--- src/rtl/mult_arb_pkg.sv ---
// mult_arb_pkg: shared data width, default sizing, requester-ID type and one-hot decode
package mult_arb_pkg;
    localparam int DATA_W = 64;
    localparam int NREQ_DEF = 4;
    localparam int TAGDEPTH_DEF = 64;
    localparam int MAX_NREQ = 8;
    localparam int TAG_MAX_W = $clog2(MAX_NREQ);
    // Wide enough for any legal NREQ, so one queue entry type serves every build.
    typedef logic [TAG_MAX_W-1:0] tag_t;
    function automatic tag_t onehot_to_idx(input logic [MAX_NREQ-1:0] oh);
        onehot_to_idx = '0;
        for (int i = 0; i < MAX_NREQ; i++)
            if (oh[i]) onehot_to_idx = tag_t'(i);
    endfunction
endpackage

--- src/rtl/mult_arb_rr_arb.sv ---
// rr_arb: N-way round-robin arbiter; the search starts just after ptr and wraps at N
module rr_arb
    import mult_arb_pkg::*;
#(
    parameter int N = NREQ_DEF,
    parameter int W = $clog2(N)
) (
    input  logic [N-1:0] req,
    input  logic         en,
    input  logic [W-1:0] ptr,
    output logic [N-1:0] gnt,
    output logic [W-1:0] gnt_idx
);
    logic [N-1:0] w_gnt;
    logic [W-1:0] w_k;
    always_comb begin
        w_gnt = '0;
        w_k = '0;
        for (int i = 1; i <= N; i++) begin
            w_k = W'((int'(ptr) + i) % N);
            if (en && w_gnt == '0 && req[w_k]) w_gnt[w_k] = 1'b1;
        end
    end
    assign gnt = w_gnt;
    assign gnt_idx = W'(onehot_to_idx(MAX_NREQ'(w_gnt)));
endmodule

--- src/rtl/mult_arb.sv ---
// mult_arb: shares one multiplier among NREQ requesters, returning results in issue order by tag
// Defining MULT_ARB_ERRCHK_EN adds the sticky err flag and protocol assertions.
module mult_arb
    import mult_arb_pkg::*;
#(
    parameter int NREQ = NREQ_DEF,
    parameter int TAGDEPTH = TAGDEPTH_DEF,
    parameter int TAGW = $clog2(NREQ)
) (
    input  logic                          ck,
    input  logic                          rst,
    input  logic [NREQ-1:0]               req_vld,
    input  logic [NREQ*DATA_W-1:0]        req_a,
    input  logic [NREQ*DATA_W-1:0]        req_b,
    output logic [NREQ-1:0]               req_rdy,
    output logic [DATA_W-1:0]             m_a,
    output logic [DATA_W-1:0]             m_b,
    output logic                          m_vld,
    input  logic                          m_rdy,
    input  logic [DATA_W-1:0]             m_res,
    input  logic                          m_res_vld,
    output logic [NREQ-1:0]               rsp_vld,
    output logic [DATA_W-1:0]             rsp_res,
    output logic [$clog2(TAGDEPTH+1)-1:0] outstanding,
    output logic                          err
);
    localparam int CW = $clog2(TAGDEPTH + 1);
    localparam int AW = TAGDEPTH > 1 ? $clog2(TAGDEPTH) : 1;
    logic [TAGW-1:0] r_ptr, w_gnt_idx;
    logic [AW-1:0] r_wp, r_rp;
    tag_t r_q [TAGDEPTH];
    logic w_can_issue, w_push, w_pop;
    assign w_can_issue = m_rdy && outstanding < CW'(TAGDEPTH);
    assign w_push = |req_rdy;
    // The in-flight count doubles as the tag-queue occupancy; results with nothing queued are dropped.
    assign w_pop = m_res_vld && outstanding != '0;
    rr_arb #(.N(NREQ), .W(TAGW)) u_rr (
        .req(req_vld),
        .en(w_can_issue),
        .ptr(r_ptr),
        .gnt(req_rdy),
        .gnt_idx(w_gnt_idx)
    );
    always_ff @(posedge ck) begin
        if (rst) begin
            m_a <= '0;
            m_b <= '0;
            m_vld <= 1'b0;
            rsp_vld <= '0;
            rsp_res <= '0;
            outstanding <= '0;
            r_ptr <= TAGW'(NREQ - 1);
            r_wp <= '0;
            r_rp <= '0;
        end else begin
            m_vld <= w_push;
            if (w_push) begin
                m_a <= req_a[DATA_W*w_gnt_idx +: DATA_W];
                m_b <= req_b[DATA_W*w_gnt_idx +: DATA_W];
                r_ptr <= w_gnt_idx;
                r_wp <= r_wp == AW'(TAGDEPTH - 1) ? '0 : r_wp + 1'b1;
            end
            rsp_vld <= w_pop ? NREQ'(1) << r_q[r_rp] : '0;
            if (w_pop) begin
                rsp_res <= m_res;
                r_rp <= r_rp == AW'(TAGDEPTH - 1) ? '0 : r_rp + 1'b1;
            end
            outstanding <= outstanding + CW'(w_push) - CW'(w_pop);
        end
    end
    always_ff @(posedge ck)
        if (w_push) r_q[r_wp] <= tag_t'(w_gnt_idx);
`ifdef MULT_ARB_ERRCHK_EN
    logic r_m_rdy_d;
    always_ff @(posedge ck) begin
        if (rst) begin
            err <= 1'b0;
            r_m_rdy_d <= 1'b0;
        end else begin
            r_m_rdy_d <= m_rdy;
            err <= err | (m_res_vld && outstanding == '0) | (m_vld && !r_m_rdy_d) |
                   (outstanding > CW'(TAGDEPTH));
        end
    end
    a_res_empty: assert property (@(posedge ck) disable iff (rst) !(m_res_vld && outstanding == '0))
        else $warning("mult_arb: result arrived with empty tag queue");
    a_issue_rdy: assert property (@(posedge ck) disable iff (rst) !(m_vld && !r_m_rdy_d))
        else $warning("mult_arb: issue while multiplier was not ready");
    a_depth: assert property (@(posedge ck) disable iff (rst) outstanding <= CW'(TAGDEPTH))
        else $warning("mult_arb: outstanding above tag depth");
`else
    assign err = 1'b0;
`endif
endmodule
--- config.mk ---
export PLATFORM = sky130hd
export DESIGN_NAME = mult_arb
export DESIGN_NICKNAME = d
export VERILOG_FILES = /design/src/rtl/mult_arb_pkg.sv /design/src/rtl/mult_arb_rr_arb.sv /design/src/rtl/mult_arb.sv
export SDC_FILE = /design/constraint.sdc
export NUM_CORES = 1
export LEC_CHECK = 0
export CORE_AREA = 2 2 310 312
export DETAILED_ROUTE_END_ITERATION = 7
export DIE_AREA = 0 0 312 314
export PLACE_DENSITY = 0.45
export SLEW_MARGIN = 20
export SYNTH_ARGS = -nofsm -noshare
export SYNTH_HDL_FRONTEND = slang
export SYNTH_SLANG_ARGS = --single-unit
export TNS_END_PERCENT = 100
--- constraint.sdc ---
create_clock -name ck -period 12.2 [get_ports ck]
set_clock_uncertainty 0.05 [all_clocks]
set_input_delay 1.83 -clock ck [delete_from_list [all_inputs] [get_ports ck]]
set_output_delay 1.83 -clock ck [all_outputs]
set_load 0.01 [all_outputs]
Word level (Yosys, flattened, before mapping). Memories as Yosys holds them, arrays and structs flattened. A register that Yosys moved wholly into a read port is not among the register bits. Index checks and enable logic that the tools add are counted.

RAM bits: 128. Memories: 1. Logic and storage cells: 84. Flip-flop bits (word level): 218.

Shifts and indexed selects: 3. Bitwise logic cells: 4. Add/subtract/negate cells: 8. Reduce and logical (&&, ||, !) cells: 19. Equality and inequality tests: 2. Order comparisons: 9. Multiplexer cells: 29.

Memories: r_q (depth 64, width 2, rd ports 1, clocked after Yosys merged registers in 1, write ports 1, RTL line mult_arb.sv:31) `tag_t r_q [TAGDEPTH];`.

Operators with widths (count): 256-bit by 9-bit variable part select with 64-bit output (2); 6-bit two-way mux (4); 4-bit two-way mux (4); 1-bit logical AND (13); 6-bit by 1-bit adder with 6-bit output, second input constant (2); 6-bit equality test, second input constant (2); 4-bit logical NOT (3); 2-bit by 3-bit less-than comparator with 1-bit output, second input constant (4); 4-bit bitwise OR (3); 1-bit two-way mux (11); 1-bit binary-select mux with 2-bit select (4); 1-bit demux with 2-bit select (4); 2-bit by 1-bit greater-or-equal comparator with 1-bit output, second input constant (4); 7-bit by 1-bit adder with 7-bit output (1); 7-bit less-than comparator, second input constant (1); 7-bit nonzero test (1); 7-bit by 1-bit subtractor with 7-bit output (1); 2-bit by 1-bit adder with 2-bit output, second input constant (2); 2-bit adder, second input constant (2); 2-bit two-way mux (2); 4-bit OR reduction (1); 1-bit by 3-bit left shift with 4-bit output, first input constant (1); 2-bit OR reduction (1); 1-bit inverter (1).

Longest topological paths before layout.
Depth in word-level cells: 22. Gate-level depth with buffers: 26. Mapped depth without buffers: 22.

Modules after synthesis. A second synthesis with hierarchy kept.

Cell total of the unflattened synthesis: 1584. Area total of the unflattened synthesis: 17007.6 µm².

Modules (own cells, without submodules): mult_arb (cells each 1512, seq. area each 8328.0 µm², instances 1, area an instance 16393.2 µm²); rr_arb (cells each 72, seq. area each 0.0 µm², instances 1, area an instance 614.3 µm²).

Worst setup path before layout. Ideal clock, no wire load.

Path type: input to register. Start point: input m_rdy. End point: memory r_q[0][0] (netlist bit), data pin. Cell stages on the path: 8. Data arrival time: 5297 ps. Library setup time: 538 ps. Path buffers: 1. Setup slack: 6316 ps. Cells stage by stage: or3b_1 > o22a_1 > o21a_4 > o311a_4 > a21bo_4 > buf_2 > inv_1 > o21bai_1.

Cells in the longest elaborated chain, start to end: 18.

Ends and longest elaborated chain: from (decl) (RTL line mult_arb.sv:19) `input logic m_rdy,`; 1-bit logical AND * (RTL line mult_arb.sv:33) `assign w_can_issue = m_rdy && outstanding < CW'(TAGDEPTH);`; 1-bit logical AND (RTL line mult_arb_rr_arb.sv:21) `if (en && w_gnt == '0 && req[w_k]) w_gnt[w_k] = 1'b1;`; 4-bit two-way mux (RTL line mult_arb_rr_arb.sv:21); 4-bit logical NOT (RTL line mult_arb_rr_arb.sv:21); 1-bit logical AND (2 in a row) (RTL line mult_arb_rr_arb.sv:21); 4-bit two-way mux (RTL line mult_arb_rr_arb.sv:21); 4-bit logical NOT (RTL line mult_arb_rr_arb.sv:21); 1-bit logical AND (2 in a row) (RTL line mult_arb_rr_arb.sv:21); 4-bit two-way mux (RTL line mult_arb_rr_arb.sv:21); 4-bit logical NOT (RTL line mult_arb_rr_arb.sv:21); 1-bit logical AND (2 in a row) (RTL line mult_arb_rr_arb.sv:21); 4-bit two-way mux * (RTL line mult_arb_rr_arb.sv:21); net req_rdy[1] (RTL line mult_arb.sv:15) `output logic [NREQ-1:0] req_rdy,`; 1-bit two-way mux * (RTL line mult_arb_pkg.sv:13) `if (oh[i]) onehot_to_idx = tag_t'(i);`; 2-bit two-way mux * (2 in a row) (RTL line mult_arb_pkg.sv:13); net u_rr.gnt_idx[0] (RTL line mult_arb_rr_arb.sv:12) `output logic [W-1:0] gnt_idx`; to (decl) (RTL line mult_arb.sv:31).

Mark *: on every way through the listed nets, which the timed path passes. The rest lies on a longest branch.

Worst setup path in the final report.
Start point: input m_rdy. End point: register outstanding[6].

Cells in the longest elaborated chain, start to end: 18.

Ends and longest elaborated chain: 1-bit logical AND * (RTL line mult_arb.sv:33); 1-bit logical AND (RTL line mult_arb_rr_arb.sv:21); 4-bit two-way mux (RTL line mult_arb_rr_arb.sv:21); 4-bit logical NOT (RTL line mult_arb_rr_arb.sv:21); 1-bit logical AND (2 in a row) (RTL line mult_arb_rr_arb.sv:21); 4-bit two-way mux (RTL line mult_arb_rr_arb.sv:21); 4-bit logical NOT (RTL line mult_arb_rr_arb.sv:21); 1-bit logical AND (2 in a row) (RTL line mult_arb_rr_arb.sv:21); 4-bit two-way mux (RTL line mult_arb_rr_arb.sv:21); 4-bit logical NOT (RTL line mult_arb_rr_arb.sv:21); 1-bit logical AND (2 in a row) (RTL line mult_arb_rr_arb.sv:21); 4-bit two-way mux * (RTL line mult_arb_rr_arb.sv:21); 4-bit OR reduction * (RTL line mult_arb.sv:34) `assign w_push = |req_rdy;`; 7-bit by 1-bit adder with 7-bit output * (RTL line mult_arb.sv:68) `outstanding <= outstanding + CW'(w_push) - CW'(w_pop);`; 7-bit by 1-bit subtractor with 7-bit output * (RTL line mult_arb.sv:68); to (signal assigned) (RTL line mult_arb.sv:68); to (decl) (RTL line mult_arb.sv:24) `output logic [$clog2(TAGDEPTH+1)-1:0] outstanding,`.

Every way passes the cells marked *; elsewhere a longest branch is shown, timed or not. A chain may end at the register's enable or synchronous reset.

==> flow_summary.ini <==
[detailed_routing]
drc = 34
drt-met1-wl_um = 37220
vias = 16740
dr_wl_met3_um = 7331
via_per_inst = 4.712
initialDrtViolationCount = 1658
wl_met2_um = 49200
routed_wl_um = 97590
avgRoutedWirePerCell_um = 27.47
drtPass1Iterations = 8
ant_nets = 0
highest_layer = met5

[timing]
final.period_utilization_pct = 58.16
rsz0062_at_grt = no
setup_viol = 0
drv_slew = 0
relSlewSlack_pct = 25.03
period_needed_ns = 7.095
tightest_slew_ns = 1.125
setup-tns-final_ns = 0
max_freq_ghz = 0.1409
hold-worst-slack_ns = 0.4000
hold_viol_final = 0

[cts]
htreeDepth = 2
clkLatencyLatePin_ns = 0.60
cts_buffer_depth = 3
cts_root_buf = clkbuf_16
clk_pin_slew_worst_paths_ns = 0.06
post_cts_buffers = 0
hold_buffers = 0
numClockSinks = 352
cts_buffers = 46
tritoncts = built
cts_resized = 0

[run_status]
violations = DRC
status = finished, violations left

[logic_synthesis]
synth_area_leaders = dfxtp_1 (26%), edfxtp_1 (23%), a222oi_1 (7.5%), mux2_1 (6.1%), mux4_2 (5.8%)
synthAdderAreaFrac_pct = 1.515
synth_simple_gate_area_share_pct = 10.60
synth_compound_area_share_pct = 18.59
synth_nets = 2129
synth_top_family_by_area = compound AO/OA/AOI/OAI gates
seq_area_frac_synth_pct = 48.94
synthCells = 1525
yosys.cell_types.count = 64
synth_area_mm2 = 0.01702
muxShareOfSynthArea_pct = 14.66
yosysTopAreaCellShare_pct = 26.35
synthArstFlopShare_pct = 0
synth_xor_area_share_pct = 0.4632
syn_area_per_cell_um2 = 11.16
yosysTopAreaCell = dfxtp_1
synth-seq-cells = 352
synth-edff-count = 128
synthFlopType = dfxtp_1
yosysWarnings = 0

[place]
port_buffers = 791
hpwl_um = 73480
gp_congestion = 0.9534

[setup_path]
path_class = input pin to register
endpoint_kind = register
cp_max_fo = 63
worstPathArrival_ns = 7.50
startpoint_type = input pin
cp.required_ns = 12.60

[cells_and_area]
layout_commonest_cell = clkdlybuf4s50_1
most-common-layout-cells = clkdlybuf4s50_1 (790), dfxtp_1 (222), nand2_1 (147)
nNetsFinal = 2828
syn_to_final_growth_pct = 61.96
layout-drive-gt1-share_pct = 9.686

[floorplan]
die_h_um = 314
fp.coreArea_mm2 = 0.09445
initial_core_util_pct = 18.02
fp.dieW_um = 312
ios = 793
row_count = 113
dieArea_mm2 = 0.09797

[grt]
grt_pass1_vias = 17080
track_usage_pct = 18.95
grt_pass1_wl_um = 132700
grt_max_degree = 113
gr-total-overflow = 0
antenna_found_initial = 57

[job]
cap_violations = 0

[power]
power_density_mw_per_mm2 = 260.5
p_leak_nw = 9.110
finalPower_mw = 7.179
max-vdd-ir-drop_v = 0.0004142

[hold_path]
min_path_type = register to register
[sequential cells by signal, indices dropped and copies added, names as in the netlist, named ones only]
signal	flops
r_rp	6
r_ptr	2
rsp_vld	4
outstanding	7
r_wp	6
m_b	64
rsp_res	64
r_q	128
m_a	64
m_vld	1
[final timing paths]
path,from,end,slack [ns],cells past startpoint
setup / recovery,m_rdy,outstanding[6],5.10,22
hold reg to reg,rsp_res[28],rsp_res[28],0.40,2
setup reg to reg,r_ptr[0],outstanding[6],5.65,23
hold / removal,rsp_res[28],rsp_res[28],0.40,2
[power breakdown]
| part | total (mW) | internal (mW) | switching (mW) |
|---|---|---|---|
| combinational | 4.00 | 1.56 | 2.43 |
| sequential | 1.76 | 1.61 | 0.154 |
| clock | 1.42 | 0.829 | 0.593 |
| total | 7.18 | 4.00 | 3.18 |
[final cells by class]
type | instances | area [µm²]
Inverter | 22 | 87.58
Sequential cell | 352 | 8330
Clock buffer | 56 | 1229
Antenna cell | 27 | 67.56
Timing Repair Buffer | 809 | 8056
Tap cell | 1265 | 1583
Fill cell | 9815 | 66890
Clock inverter | 29 | 334.1
Multi-Input combinational cell | 993 | 7873
[logic make-up (layout without fill, tap and decap cells)]
| kind of cell | after synthesis | count (layout) |
|---|---|---|
| other | 1 | 28 |
| adders and majority gates | 20 | 20 |
| and+or+nand+nor | 405 | 405 |
| buffers and inverters | 180 | 916 |
| muxes | 178 | 178 |
| AOI/OAI and AO/OA | 380 | 380 |
| DFF | 352 | 352 |
| xor gates and xnor gates | 9 | 9 |
[metal layers]
layer / up-vias / global-route usage [%]
li1: 7430 / -
met1: 8325 / 21.84
met2: 825 / 33.34
met3: 157 / 4.809
met4: 4 / 7.845
met5: - / 0
[Yosys cell counts (all sizes together), types with 5 or more instances]
cell type	count
a211oi	130
a21oi	76
a222oi	128
buf	81
clkbuf	77
dfxtp	224
edfxtp	128
ha	19
inv	21
mux2	130
mux4	44
nand2	148
nand3	9
nand4	5
nor2	80
nor2b	6
nor3	132
nor4	11
o211ai	8
o21ai	8
xor2	5
[per-stage QoR]
step	cells	util, %	cell area, µm²	setup slack, ns
6_report	3553	29.18	27560	5.105
5_1_grt	3546	29.16	27540	4.618
4_1_cts	3526	29.11	27490	5.050
3_5_place_dp	3441	27.45	25930	4.420
3_3_place_gp	3441	27.45	25930	4.470
2_1_floorplan	1525	-	17020	6.316
[critical path: stages]
cell and delay, ns:
clkdlybuf4s50_1 0.55, or3b_1 0.39, o22a_1 0.29, o221ai_1 0.28, and3_1 0.37, nand4_1 0.21, a31oi_4 0.22, buf_4 0.62
nand2_8 0.48, inv_1 0.50, ha_1 0.31, inv_1 0.06, ha_1 0.16, inv_1 0.06, fa_1 0.43, inv_1 0.07
a21oi_1 0.07, o21bai_1 0.20, a21oi_1 0.10, nor2_1 0.11, or3_1 0.11, a21oi_1 0.05
Note: power is estimated with default switching activity, not from simulation.
